## src/rtl/spart_rx.sv

```systemverilog
// spart_rx: receive half of the SPART.
// Samples rxd with a 16x (OVERSAMPLE) baud tick, deserialises 8N1 frames
// LSB first, and holds the last byte in a one-entry buffer that the
// processor reads over the iocs/iorw/ioaddr bus (address 2'b00).
// Optional build macro SPART_RX_PARITY_EN: frames become 8E1, an even
// parity bit is sampled after the data bits and reported on parity_err.
// Without the macro parity_err is tied low.
module spart_rx #(
    parameter int OVERSAMPLE = 16,
    parameter int DATA_BITS  = 8
) (
    input  logic                 clk,
    input  logic                 rst,
    input  logic                 enable,
    input  logic                 rxd,
    input  logic                 iocs,
    input  logic                 iorw,
    input  logic [1:0]           ioaddr,
    output logic [DATA_BITS-1:0] rx_data,
    output logic                 rda,
    output logic                 framing_err,
    output logic                 parity_err
);
    localparam int TW = $clog2(OVERSAMPLE);
    localparam int BW = (DATA_BITS > 1) ? $clog2(DATA_BITS) : 1;
    localparam logic [TW-1:0] MID   = TW'(OVERSAMPLE / 2 - 1);
    localparam logic [TW-1:0] LAST  = TW'(OVERSAMPLE - 1);
    localparam logic [BW-1:0] BLAST = BW'(DATA_BITS - 1);

`ifdef SPART_RX_PARITY_EN
    typedef enum logic [2:0] {IDLE, START, DATA, PARITY, STOP} state_t;
`else
    typedef enum logic [1:0] {IDLE, START, DATA, STOP} state_t;
`endif

    state_t                 state_q, state_d;
    logic [1:0]             sync_q;
    logic                   rxs;
    logic [TW-1:0]          tick_q, tick_d;
    logic [BW-1:0]          bit_q, bit_d;
    logic [DATA_BITS-1:0]   shift_q, shift_d;
    logic [DATA_BITS-1:0]   rx_data_q, rx_data_d;
    logic                   rda_q, rda_d;
    logic                   fe_q, fe_d;
    logic                   rd_hit;
`ifdef SPART_RX_PARITY_EN
    logic                   par_q, par_d;
    logic                   pe_q, pe_d;
`endif

    assign rxs    = sync_q[1];
    assign rd_hit = iocs & iorw & (ioaddr == 2'b00);

    // Two-flop synchroniser for the asynchronous serial line (idles high).
    always_ff @(posedge clk or posedge rst) begin
        if (rst) sync_q <= 2'b11;
        else     sync_q <= {sync_q[0], rxd};
    end

    // State and datapath registers; reset discards any partial frame.
    always_ff @(posedge clk or posedge rst) begin
        if (rst) begin
            state_q   <= IDLE;
            tick_q    <= '0;
            bit_q     <= '0;
            shift_q   <= '0;
            rx_data_q <= '0;
            rda_q     <= 1'b0;
            fe_q      <= 1'b0;
`ifdef SPART_RX_PARITY_EN
            par_q     <= 1'b0;
            pe_q      <= 1'b0;
`endif
        end else begin
            state_q   <= state_d;
            tick_q    <= tick_d;
            bit_q     <= bit_d;
            shift_q   <= shift_d;
            rx_data_q <= rx_data_d;
            rda_q     <= rda_d;
            fe_q      <= fe_d;
`ifdef SPART_RX_PARITY_EN
            par_q     <= par_d;
            pe_q      <= pe_d;
`endif
        end
    end

    // Next state: everything advances on the oversample tick; a bus read
    // clears rda, but a frame completing in the same cycle takes priority.
    always_comb begin
        state_d   = state_q;
        tick_d    = tick_q;
        bit_d     = bit_q;
        shift_d   = shift_q;
        rx_data_d = rx_data_q;
        rda_d     = rda_q;
        fe_d      = fe_q;
`ifdef SPART_RX_PARITY_EN
        par_d     = par_q;
        pe_d      = pe_q;
`endif
        if (rd_hit) rda_d = 1'b0;
        if (enable) begin
            case (state_q)
                IDLE: begin
                    if (!rxs) begin
                        state_d = START;
                        tick_d  = '0;
                    end
                end
                START: begin
                    if (tick_q == MID) begin
                        // Line must still be low mid start bit, else a glitch.
                        tick_d  = '0;
                        bit_d   = '0;
                        state_d = rxs ? IDLE : DATA;
                    end else begin
                        tick_d = tick_q + 1'b1;
                    end
                end
                DATA: begin
                    if (tick_q == LAST) begin
                        tick_d  = '0;
                        shift_d = {rxs, shift_q[DATA_BITS-1:1]};
                        bit_d   = bit_q + 1'b1;
                        if (bit_q == BLAST) begin
`ifdef SPART_RX_PARITY_EN
                            state_d = PARITY;
`else
                            state_d = STOP;
`endif
                        end
                    end else begin
                        tick_d = tick_q + 1'b1;
                    end
                end
`ifdef SPART_RX_PARITY_EN
                PARITY: begin
                    if (tick_q == LAST) begin
                        tick_d  = '0;
                        par_d   = rxs;
                        state_d = STOP;
                    end else begin
                        tick_d = tick_q + 1'b1;
                    end
                end
`endif
                STOP: begin
                    if (tick_q == LAST) begin
                        // Deliver even with a bad stop bit; overrun overwrites.
                        tick_d    = '0;
                        rx_data_d = shift_q;
                        rda_d     = 1'b1;
                        fe_d      = ~rxs;
`ifdef SPART_RX_PARITY_EN
                        pe_d      = (^shift_q) ^ par_q;
`endif
                        state_d   = IDLE;
                    end else begin
                        tick_d = tick_q + 1'b1;
                    end
                end
                default: state_d = IDLE;
            endcase
        end
    end

    assign rx_data     = rx_data_q;
    assign rda         = rda_q;
    assign framing_err = fe_q;
`ifdef SPART_RX_PARITY_EN
    assign parity_err  = pe_q;
`else
    assign parity_err  = 1'b0;
`endif

endmodule

```

## config.mk

```make
export PLATFORM = sky130hd
export DESIGN_NAME = spart_rx
export DESIGN_NICKNAME = d
export VERILOG_FILES = /design/src/rtl/spart_rx.sv
export SDC_FILE = /design/constraint.sdc
export NUM_CORES = 1
export LEC_CHECK = 0
export ABC_AREA = 1
export CORE_MARGIN = 2
export CORE_UTILIZATION = 52
export DETAILED_ROUTE_END_ITERATION = 8
export PLACE_DENSITY = 0.78
export SYNTH_ARGS = -nofsm -noshare
export SYNTH_HDL_FRONTEND = slang
export SYNTH_SLANG_ARGS = --single-unit
```

## constraint.sdc

```tcl
create_clock -name clk -period 1.5 [get_ports clk]
set_clock_uncertainty 0.05 [all_clocks]
set_input_delay 0.3 -clock clk [delete_from_list [all_inputs] [get_ports clk]]
set_output_delay 0.3 -clock clk [all_outputs]
set_load 0.03 [all_outputs]
```

==> results of run 1 <==
[registers in the layout, summed over array words and instances, names as in the netlist, named ones only]
signal / count
state_q: 1
tick_q: 4
rx_data: 8
shift_q: 8
bit_q: 3
rda: 1
framing_err: 1
sync_q: 2
[worst min-delay path, cell delays in order]
cell and delay, ns:
clkdlybuf4s50_1 0.40, inv_1 0.08, buf_4 0.20
[path summary, 6_finish.rpt]
path,slack [ns],depth (start not counted),from,end
max in group asynchronous,0.92,3,rst,rx_data[0]
max reg2reg,0.11,7,tick_q[1],shift_q[3]
min,0.25,3,rst,tick_q[2]
min in group clk,0.31,0,sync_q[0],sync_q[1]
max,0.08,1,rda,rda
min reg2reg,0.31,0,sync_q[0],sync_q[1]
[synthesized netlist by cell type, drive strengths merged]
cell | number | share of area
a22o | 1 | 0.0066
a22oi | 1 | 0.0057
buf | 4 | 0.026
clkbuf | 1 | 0.0038
conb | 1 | 0.0028
dfrtp | 27 | 0.51
dfstp | 2 | 0.040
ha | 3 | 0.028
inv | 19 | 0.054
nand2 | 37 | 0.11
nand3 | 12 | 0.059
nand4 | 2 | 0.021
nor2 | 6 | 0.021
o21ai | 20 | 0.096
o22ai | 1 | 0.0047
o31ai | 1 | 0.0057
xor2 | 1 | 0.0066
[kinds of logic after synthesis]
| kind of cell | count (synthesis) | synth area share |
|---|---|---|
| fa+ha+maj | 3 | 0.02839 |
| xor+xnor | 1 | 0.006624 |
| buf+inv | 24 | 0.08420 |
| simple gates | 57 | 0.2091 |
| compound gates | 24 | 0.1183 |
| flops | 29 | 0.5506 |
| other cells | 1 | 0.002835 |
[metrics by stage]
step | power (mW) | setup WS [ns] | hold WS [ns]
detailed placement | 1.155 | -0.07213 | 0.2976
floorplan | 1.080 | 0.1824 | 0.2545
finish | 1.635 | 0.08432 | 0.2518
global route | 1.747 | 0.01248 | 0.2712
CTS | 1.637 | 0.06581 | 0.2535
global placement | 1.138 | -0.01004 | 0.2959
[timing repair]
item,4_1_cts,5_1_grt
hold buffers,0,0
resized for setup,10,1
endpoints found under the hold margin,0,0
buffers inserted,2,1
setup endpoints to repair,11,19
[power groups by stage]
stage                     sequential, mW  combinational (mW)  clock (mW)
after floorplan                    0.896               0.184           0
after global placement             0.910               0.229           0
after detailed placement           0.913               0.242           0
after CTS                          0.899               0.244       0.494
after global routing               0.905               0.304       0.538
final                              0.897               0.267       0.471
[cells in the final DEF, fill, tap and decap left out, types with 2 or more instances in the layout]
cell type / count
nand2_1: 35
inv_2: 3
o21ai_2: 7
nand3_1: 10
nor2_1: 4
dlygate4sd2_1: 10
nand2_2: 2
clkdlybuf4s50_1: 7
nor2_2: 2
dfrtp_1: 27
o21ai_1: 12
ha_1: 2
buf_4: 6
dfstp_2: 2
clkbuf_4: 5
inv_1: 16
[layer usage]
layer	share of wire	track usage	wire length (µm)
met1	0.40	0.1900	934
met2	0.52	0.3353	1212
met3	0.057	0.07377	131
met4	0.016	0.09167	36
met5	0	0	0
[final cells by class]
class	instances	area (µm²)
Multi-Input combinational cell	86	485.5
Clock buffer	7	55.05
Fill cell	217	832.0
Timing Repair Buffer	24	222.7
Tap cell	30	37.54
Sequential cell	29	728.2
Inverter	19	71.32
==> key figures, run 1 <==
Die
  – Die W: 54.43 µm
  – Starting Density: 0.5437
  – Core Box Area: 2432 µm²
  – Die Ht: 54.43 µm
  – Die footprint: 2963 µm²
  – Row cnt: 18
  – Io pins: 19

Place
  – Routability congestion estimate: 0.7853
  – PortBufs: 17
  – Placed cell areas: 1533 µm²
  – Placed cells: 185
  – Dpl hpwl: 1.680 mm

Timing
  – RSZ-0062 raised after global routing: false
  – Final period util: 0.9438
  – Max Slew Vio Count: 0
  – Max Fclk: 706.4 MHz
  – Period minus WS final: 1.416 ns
  – Final setup violation count: 0
  – Final Hold Fails: 0
  – Total Neg Setup Slack: 0 ns

Power
  – Sequential Power Share: 0.549
  – Power Internal: 1.165 mW
  – Leakage: 0.8142 nW
  – Clk pwr share: 0.288
  – Cell Pwr Density: 1022 nW/µm²
  – Comb power frac: 0.163
  – Switching power: 470.0 µW
  – Worst vdd ir: 0.0008758 V
  – Sw Share: 0.2875

Critical path
  – Crit path launch type: flop
  – Worst Path Arrival: 1.07 ns
  – CP max-delay cell: dlygate4sd2_1
  – Sequence of cells on the critical path: dlygate4sd2_1
  – CP Buf/Inv Count: 1
  – Crit-path max FO: 2
  – Critical path type: flop to output port
  – Critical path's largest stage delay: 0.40 ns
  – Endpoint class of the critical path: output port
  – Worst EP required: 1.15 ns
  – Top Family by Delay on Critical Path: buffers and inverters

CTS
  – Clock root buffer: clkbuf_4
  – Clock sink count: 29
  – CTS tree: yes
  – H-tree levels: 2
  – Later-pin clock latency in the skew report: 0.32 ns
  – CTS buffer count: 5
  – Longest Clk Path Bufs: 2
  – CTS clock-pin slew for the worst setup and hold paths: 0.08 ns

Global route
  – First-pass GRT wire length: 3.795 mm
  – Initial antenna violation count: 0
  – Vias in the first global route: 951
  – Largest net degree at the start of global routing: 20
  – Gr usage total: 0.1883
  – Overflow after GRT: 0

Finish
  – Non-filler cells, final: 195
  – Fin nets: 176
  – Ant diodes: 0
  – Ratio of cells with drive above 1 in the final layout: 0.2000
  – Final instance area: 1600 µm²
  – Layout area overhead: 21.00%
  – Fin util: 0.6579

Detailed routing
  – WL/cell: 11.87 µm
  – Routed Antenna Nets: 0
  – Initial DRC count: 14
  – Post-route DRC: 0
  – Vias/cell: 5.077
  – Vias: 990
  – Post-Route WL: 2.314 mm
  – Drt first pass iters: 4

Synth
  – Cells after synthesis: 139
  – Yosys warnings: 0
  – Post-Syn Area: 1323 µm²
  – Syn_nets: 150
  – Post-synthesis cell type count: 27
  – Post-synthesis sequential area ratio: 0.5506
  – Yosys reg bits: 29
  – Syn_area_per_cell: 9.515 µm²

Min path
  – Worst min path class: input port to async pin

Job
  – Number of max-cap violations: 0

Outcome
  – Outcome: complete, no violations
No activity file was read; power rests on OpenSTA's default activity.
==> run 2: changes to the inputs <==
--- a/config.mk
+++ b/config.mk
@@ -6,6 +6,7 @@
 export NUM_CORES = 1
 export LEC_CHECK = 0
 export ABC_AREA = 1
+export CAP_MARGIN = 20
 export CORE_MARGIN = 2
 export CORE_UTILIZATION = 52
 export DETAILED_ROUTE_END_ITERATION = 8
==> results of run 2 <==
The final DEF is identical to that of run 1; final timing and power are the same.
